File: src/rtl/alu_arbiter.sv
// Two-requester arbiter in front of a shared combinational ALU; one operation in flight.
// Optional macro ALU_ARB_RR_EN selects round-robin instead of fixed priority (requester 0 wins ties).
module alu_arbiter #(
    parameter int WL = 32
) (
    input  logic          clk,
    input  logic          rst,
    input  logic          req0_valid,
    output logic          req0_ready,
    input  logic [3:0]    req0_sel,
    input  logic [WL-1:0] req0_a,
    input  logic [WL-1:0] req0_b,
    input  logic          req1_valid,
    output logic          req1_ready,
    input  logic [3:0]    req1_sel,
    input  logic [WL-1:0] req1_a,
    input  logic [WL-1:0] req1_b,
    output logic          rsp0_valid,
    input  logic          rsp0_ready,
    output logic [WL-1:0] rsp0_data,
    output logic          rsp0_err,
    output logic          rsp1_valid,
    input  logic          rsp1_ready,
    output logic [WL-1:0] rsp1_data,
    output logic          rsp1_err,
    output logic [3:0]    alu_sel,
    output logic [WL-1:0] alu_a,
    output logic [WL-1:0] alu_b,
    input  logic [WL-1:0] alu_out,
    output logic          busy
);

    typedef enum logic [1:0] {S_IDLE, S_EXEC, S_RESP} state_t;

    state_t        r_state;
    state_t        w_next;
    logic [3:0]    r_alu_sel;
    logic [WL-1:0] r_alu_a;
    logic [WL-1:0] r_alu_b;
    logic [WL-1:0] r_result;
    logic          r_err;
    logic          r_owner;
    logic          r_last_grant;
    logic          w_grant;
    logic          w_req_hs;

    // w_grant: 0 selects requester 0, 1 selects requester 1
`ifdef ALU_ARB_RR_EN
    assign w_grant = (req0_valid && req1_valid) ? ~r_last_grant : ~req0_valid;
`else
    logic w_unused_last_grant;
    assign w_unused_last_grant = r_last_grant;
    assign w_grant = ~req0_valid;
`endif

    assign w_req_hs = (req0_valid && req0_ready) || (req1_valid && req1_ready);

    always_ff @(posedge clk or negedge rst) begin
        if (!rst) r_state <= S_IDLE;
        else      r_state <= w_next;
    end

    always_comb begin
        w_next     = r_state;
        req0_ready = 1'b0;
        req1_ready = 1'b0;
        rsp0_valid = 1'b0;
        rsp1_valid = 1'b0;
        unique case (r_state)
            S_IDLE: begin
                req0_ready = req0_valid && !w_grant;
                req1_ready = req1_valid && w_grant;
                if (req0_valid || req1_valid) w_next = S_EXEC;
            end
            S_EXEC: w_next = S_RESP;
            S_RESP: begin
                rsp0_valid = !r_owner;
                rsp1_valid = r_owner;
                if ((!r_owner && rsp0_ready) || (r_owner && rsp1_ready)) w_next = S_IDLE;
            end
            default: w_next = S_IDLE;
        endcase
    end

    always_ff @(posedge clk or negedge rst) begin
        if (!rst) begin
            r_alu_sel    <= '0;
            r_alu_a      <= '0;
            r_alu_b      <= '0;
            r_result     <= '0;
            r_err        <= 1'b0;
            r_owner      <= 1'b0;
            r_last_grant <= 1'b1;
        end else begin
            if (r_state == S_IDLE && w_req_hs) begin
                r_alu_sel    <= w_grant ? req1_sel : req0_sel;
                r_alu_a      <= w_grant ? req1_a   : req0_a;
                r_alu_b      <= w_grant ? req1_b   : req0_b;
                r_owner      <= w_grant;
                r_last_grant <= w_grant;
            end
            // Illegal opcodes return zero rather than whatever the ALU drives for them
            if (r_state == S_EXEC) begin
                if (r_alu_sel > 4'd10) begin
                    r_result <= '0;
                    r_err    <= 1'b1;
                end else begin
                    r_result <= alu_out;
                    r_err    <= 1'b0;
                end
            end
        end
    end

    assign alu_sel   = r_alu_sel;
    assign alu_a     = r_alu_a;
    assign alu_b     = r_alu_b;
    assign rsp0_data = r_result;
    assign rsp1_data = r_result;
    assign rsp0_err  = r_err;
    assign rsp1_err  = r_err;
    assign busy      = (r_state != S_IDLE);

endmodule

File: config.mk
export PLATFORM = sky130hd
export DESIGN_NAME = alu_arbiter
export DESIGN_NICKNAME = d
export VERILOG_FILES = /design/src/rtl/alu_arbiter.sv
export SDC_FILE = /design/constraint.sdc
export NUM_CORES = 1
export LEC_CHECK = 0
export BUFFER_PORTS_ARGS = -buffer_cell sky130_fd_sc_hd__buf_2
export CAP_MARGIN = 20
export CORE_AREA = 2 2 121 123
export DETAILED_ROUTE_END_ITERATION = 8
export DIE_AREA = 0 0 123 125
export GPL_TIMING_DRIVEN = 0
export PLACE_DENSITY = 0.72
export SLEW_MARGIN = 20
export SYNTH_ARGS = -nofsm -noshare
export SYNTH_HDL_FRONTEND = slang
export SYNTH_SLANG_ARGS = --single-unit
File: constraint.sdc
create_clock -name clk -period 1.6 [get_ports clk]
set_input_delay 0.08 -clock clk [delete_from_list [all_inputs] [get_ports clk]]
set_output_delay 0.08 -clock clk [all_outputs]
set_load 0.005 [all_outputs]
==> results.json <==
{
  "status": "finished, final reports clean",
  "p_switching_uw": 4290,
  "ioPinCount": 313,
  "final_cells": 956,
  "vias": 4347,
  "syn_area_per_cell_um2": 12.2,
  "root_buffer": "clkbuf_16",
  "synth_flop_cell": "dfrtp_1",
  "coreArea_um2": 14200,
  "grt_max_degree": 55,
  "critPathRequiredTime_ns": 1.83,
  "start_util_pct": 35.7,
  "final_area_um2": 7550,
  "hold_violations": 0,
  "cp_top_family": "simple AND/OR/NAND/NOR gates",
  "multi_input_area_um2": 2080,
  "grt_pass1_wl_mm": 21.9,
  "first_pass_iters": 4,
  "intPower_uw": 8830,
  "grt.overflow.total": 0,
  "drv_cap": 0,
  "place_ws_ns": -0.269,
  "yosysUniqueCellTypes": 18,
  "yosys-top-cells-area": "dfrtp_1 51%, mux2_2 28%, buf_4 5.0%",
  "slew_viol_final": 0,
  "leakage_uw": 0.00386,
  "syn-num-nets": 588,
  "rsz0062_at_grt": "yes",
  "place_inst": 910,
  "ant_nets": 0,
  "path_clk_slew_ns": 0.07,
  "fp.dieH_um": 125,
  "power.share.switching_pct": 32.7,
  "dpl_cell_area_um2": 6890,
  "setup_viol_count_final": 0,
  "power_frac_comb_pct": 46.2,
  "drt_iter0_drc": 119,
  "regArea_um2": 2600,
  "ctsHtreeMaxLevel": 3,
  "ir_drop_uv": 766,
  "port_buffers": 311,
  "dieArea_um2": 15400,
  "fmax_ghz": 0.646,
  "fin_crit_sh_pct": 96.7,
  "n_fill_cell": 1263,
  "track_usage_pct": 18.3,
  "path_depth": 5,
  "whs_ns": 0.00767,
  "syn_area_um2": 5070,
  "via_per_inst": 4.55,
  "fin_nets": 942,
  "worst-path-max-fanout": 10,
  "routed_wl_mm": 14.1,
  "powerDensity_nw_per_um2": 1740,
  "synthCells": 414,
  "clockBufferDepth": 2,
  "ys_warn_count": 0,
  "insertion_delay_ns": 0.34,
  "ys_seq_elements": 104,
  "cts_buffers": 9,
  "die_w_um": 123,
  "synth_edf_count": 0,
  "dp_hpwl_mm": 10.8,
  "yosysTopAreaCell": "dfrtp_1",
  "cts.sinks": 104,
  "netlist.area_leader.share_pct": 51.4,
  "finalCriticalPeriod_ns": 1.55,
  "max_slew_margin_pct": 45.5,
  "critPathMaxStageDelay_ns": 0.44,
  "clock_skew_ns": 0.00741,
  "place.gp.congestion": 0.761,
  "seqPwrFrac_pct": 36.0,
  "end_kind": "flop",
  "r2r_cells": 5,
  "wl_per_cell_um": 14.8,
  "grt_pass1_vias": 4417,
  "diodes": 0,
  "slowest_stage": "dfrtp_1",
  "critPathBufInv": 2,
  "timing.final.ws_setup_ns": 0.0522,
  "path_cells": "nand2b_1 > buf_2 > nor3b_4 > clkbuf_4 > a21oi_1",
  "row_count": 44,
  "cts_tree": "yes",
  "yosys-top-cells-count": "128 x mux2_2, 104 x dfrtp_1, 65 x nand2_1",
  "min_path_cells": 3,
  "ys_seq_area_share_pct": 51.4,
  "critical_path_class": "flop to flop",
  "crit_arrival_ns": 1.78,
  "hold_path.class": "input pin to flop",
  "pwr-share-clk_pct": 17.8,
  "antenna_found_initial": 0,
  "area_delta_synth_final_pct": 49.0,
  "drive_gt1_share_pct": 66.8,
  "drc": 0,
  "worst_pin_slew_ns": 0.817,
  "synth.most_common_cell": "mux2_2",
  "async_reset_ff_share_pct": 100,
  "worstSetupStartpointType": "flop"
}
==> state kept, by name, indices dropped and copies added (netlist names) <==
| name | flops |
|---|---|
| r_owner | 1 |
| alu_sel | 4 |
| rsp0_err | 1 |
| r_state | 2 |
| alu_b | 32 |
| alu_a | 32 |
| rsp0_data | 32 |
==> tightest hold or removal path, stage by stage <==
cell     delay (ns)
buf_2          0.10
nand2_1        0.06
a21oi_1        0.06
==> stage by stage <==
step / TNS (ns) / power, uW / util [%]
detailed placement: -10.40 / 10700 / 48.5
global placement: -85.52 / 10500 / 48.3
CTS: 0 / 13200 / 53.0
floorplan: 0 / 8050 / -
global route: -1.09 / 14100 / 53.2
finish: 0 / 13100 / 53.2
==> cell type report <==
class | count | area share (%)
Clock buffer | 9 | 2.98
Buffer | 59 | 5.52
Multi-Input combinational cell | 248 | 27.5
Clock inverter | 6 | 1.13
Sequential cell | 104 | 34.5
Timing Repair Buffer | 344 | 25.2
Inverter | 2 | 0.0994
Tap cell | 184 | 3.05
==> per-layer routing <==
layer / wire length, um / vias to the layer above / GRT usage, %
met5: 0 / - / 0
met4: 302 / 0 / 7.49
met1: 5530 / 2050 / 20.8
met2: 7250 / 189 / 32.6
li1: - / 2086 / -
met3: 1050 / 22 / 4.33
==> power by group through the flow <==
stage / registers [uW] / clock network (uW) / logic (uW)
detailed placement: 4760 / 0 / 5940
global route: 4900 / 2510 / 6650
CTS: 4740 / 2400 / 6090
finish: 4730 / 2330 / 6060
global placement: 4690 / 0 / 5820
floorplan: 4800 / 0 / 3240
==> placed cells by master (no fill, tap or decap) <==
cell and instances:
buf_16 1, o21ai_0 1, buf_4 39, clkinv_2 2
o21a_1 1, nor2_1 3, buf_6 5, buf_1 1
nand2_1 65, a21o_1 1, clkinvlp_4 2, clkbuf_16 9
a21oi_1 34, bufinv_16 2, nand2b_1 2, mux2_2 128
nor2_4 1, and2_1 1, clkbuf_1 10, inv_1 2
dlygate4sd3_1 30, dfrtp_1 104, buf_2 313, mux2_4 9
clkbuf_4 1, buf_12 1, nor2b_1 1, clkbuf_2 2
nor3b_4 1
==> final timing paths <==
check / startpoint / endpoint / slack, ns
max reg2reg: r_state[1] / rsp0_data[21] / 0.05
max: r_state[1] / rsp0_data[21] / 0.05
max in group asynchronous: rst / alu_b[7] / 0.70
min reg2reg: alu_a[22] / alu_a[22] / 0.50
min in group asynchronous: rst / rsp0_data[8] / 0.27
min: alu_out[15] / rsp0_data[15] / 0.008
==> cell families after synthesis <==
group,count (synthesis),synth area share (%)
multiplexers,137,31.1
flip-flops,104,51.4
AND/OR/NAND/NOR,74,5.85
buffers and inverters,62,7.93
AO/OA/AOI/OAI,37,3.75
==> what timing repair did <==
action,in CTS,in global routing
pin swaps,1,2
hold endpoints to repair,79,0
resized for setup,7,16
cloned,0,0
endpoints found under the setup margin,68,75
hold buffers,30,0
setup buffers,1,1
No activity file was read; power rests on OpenSTA's default activity.
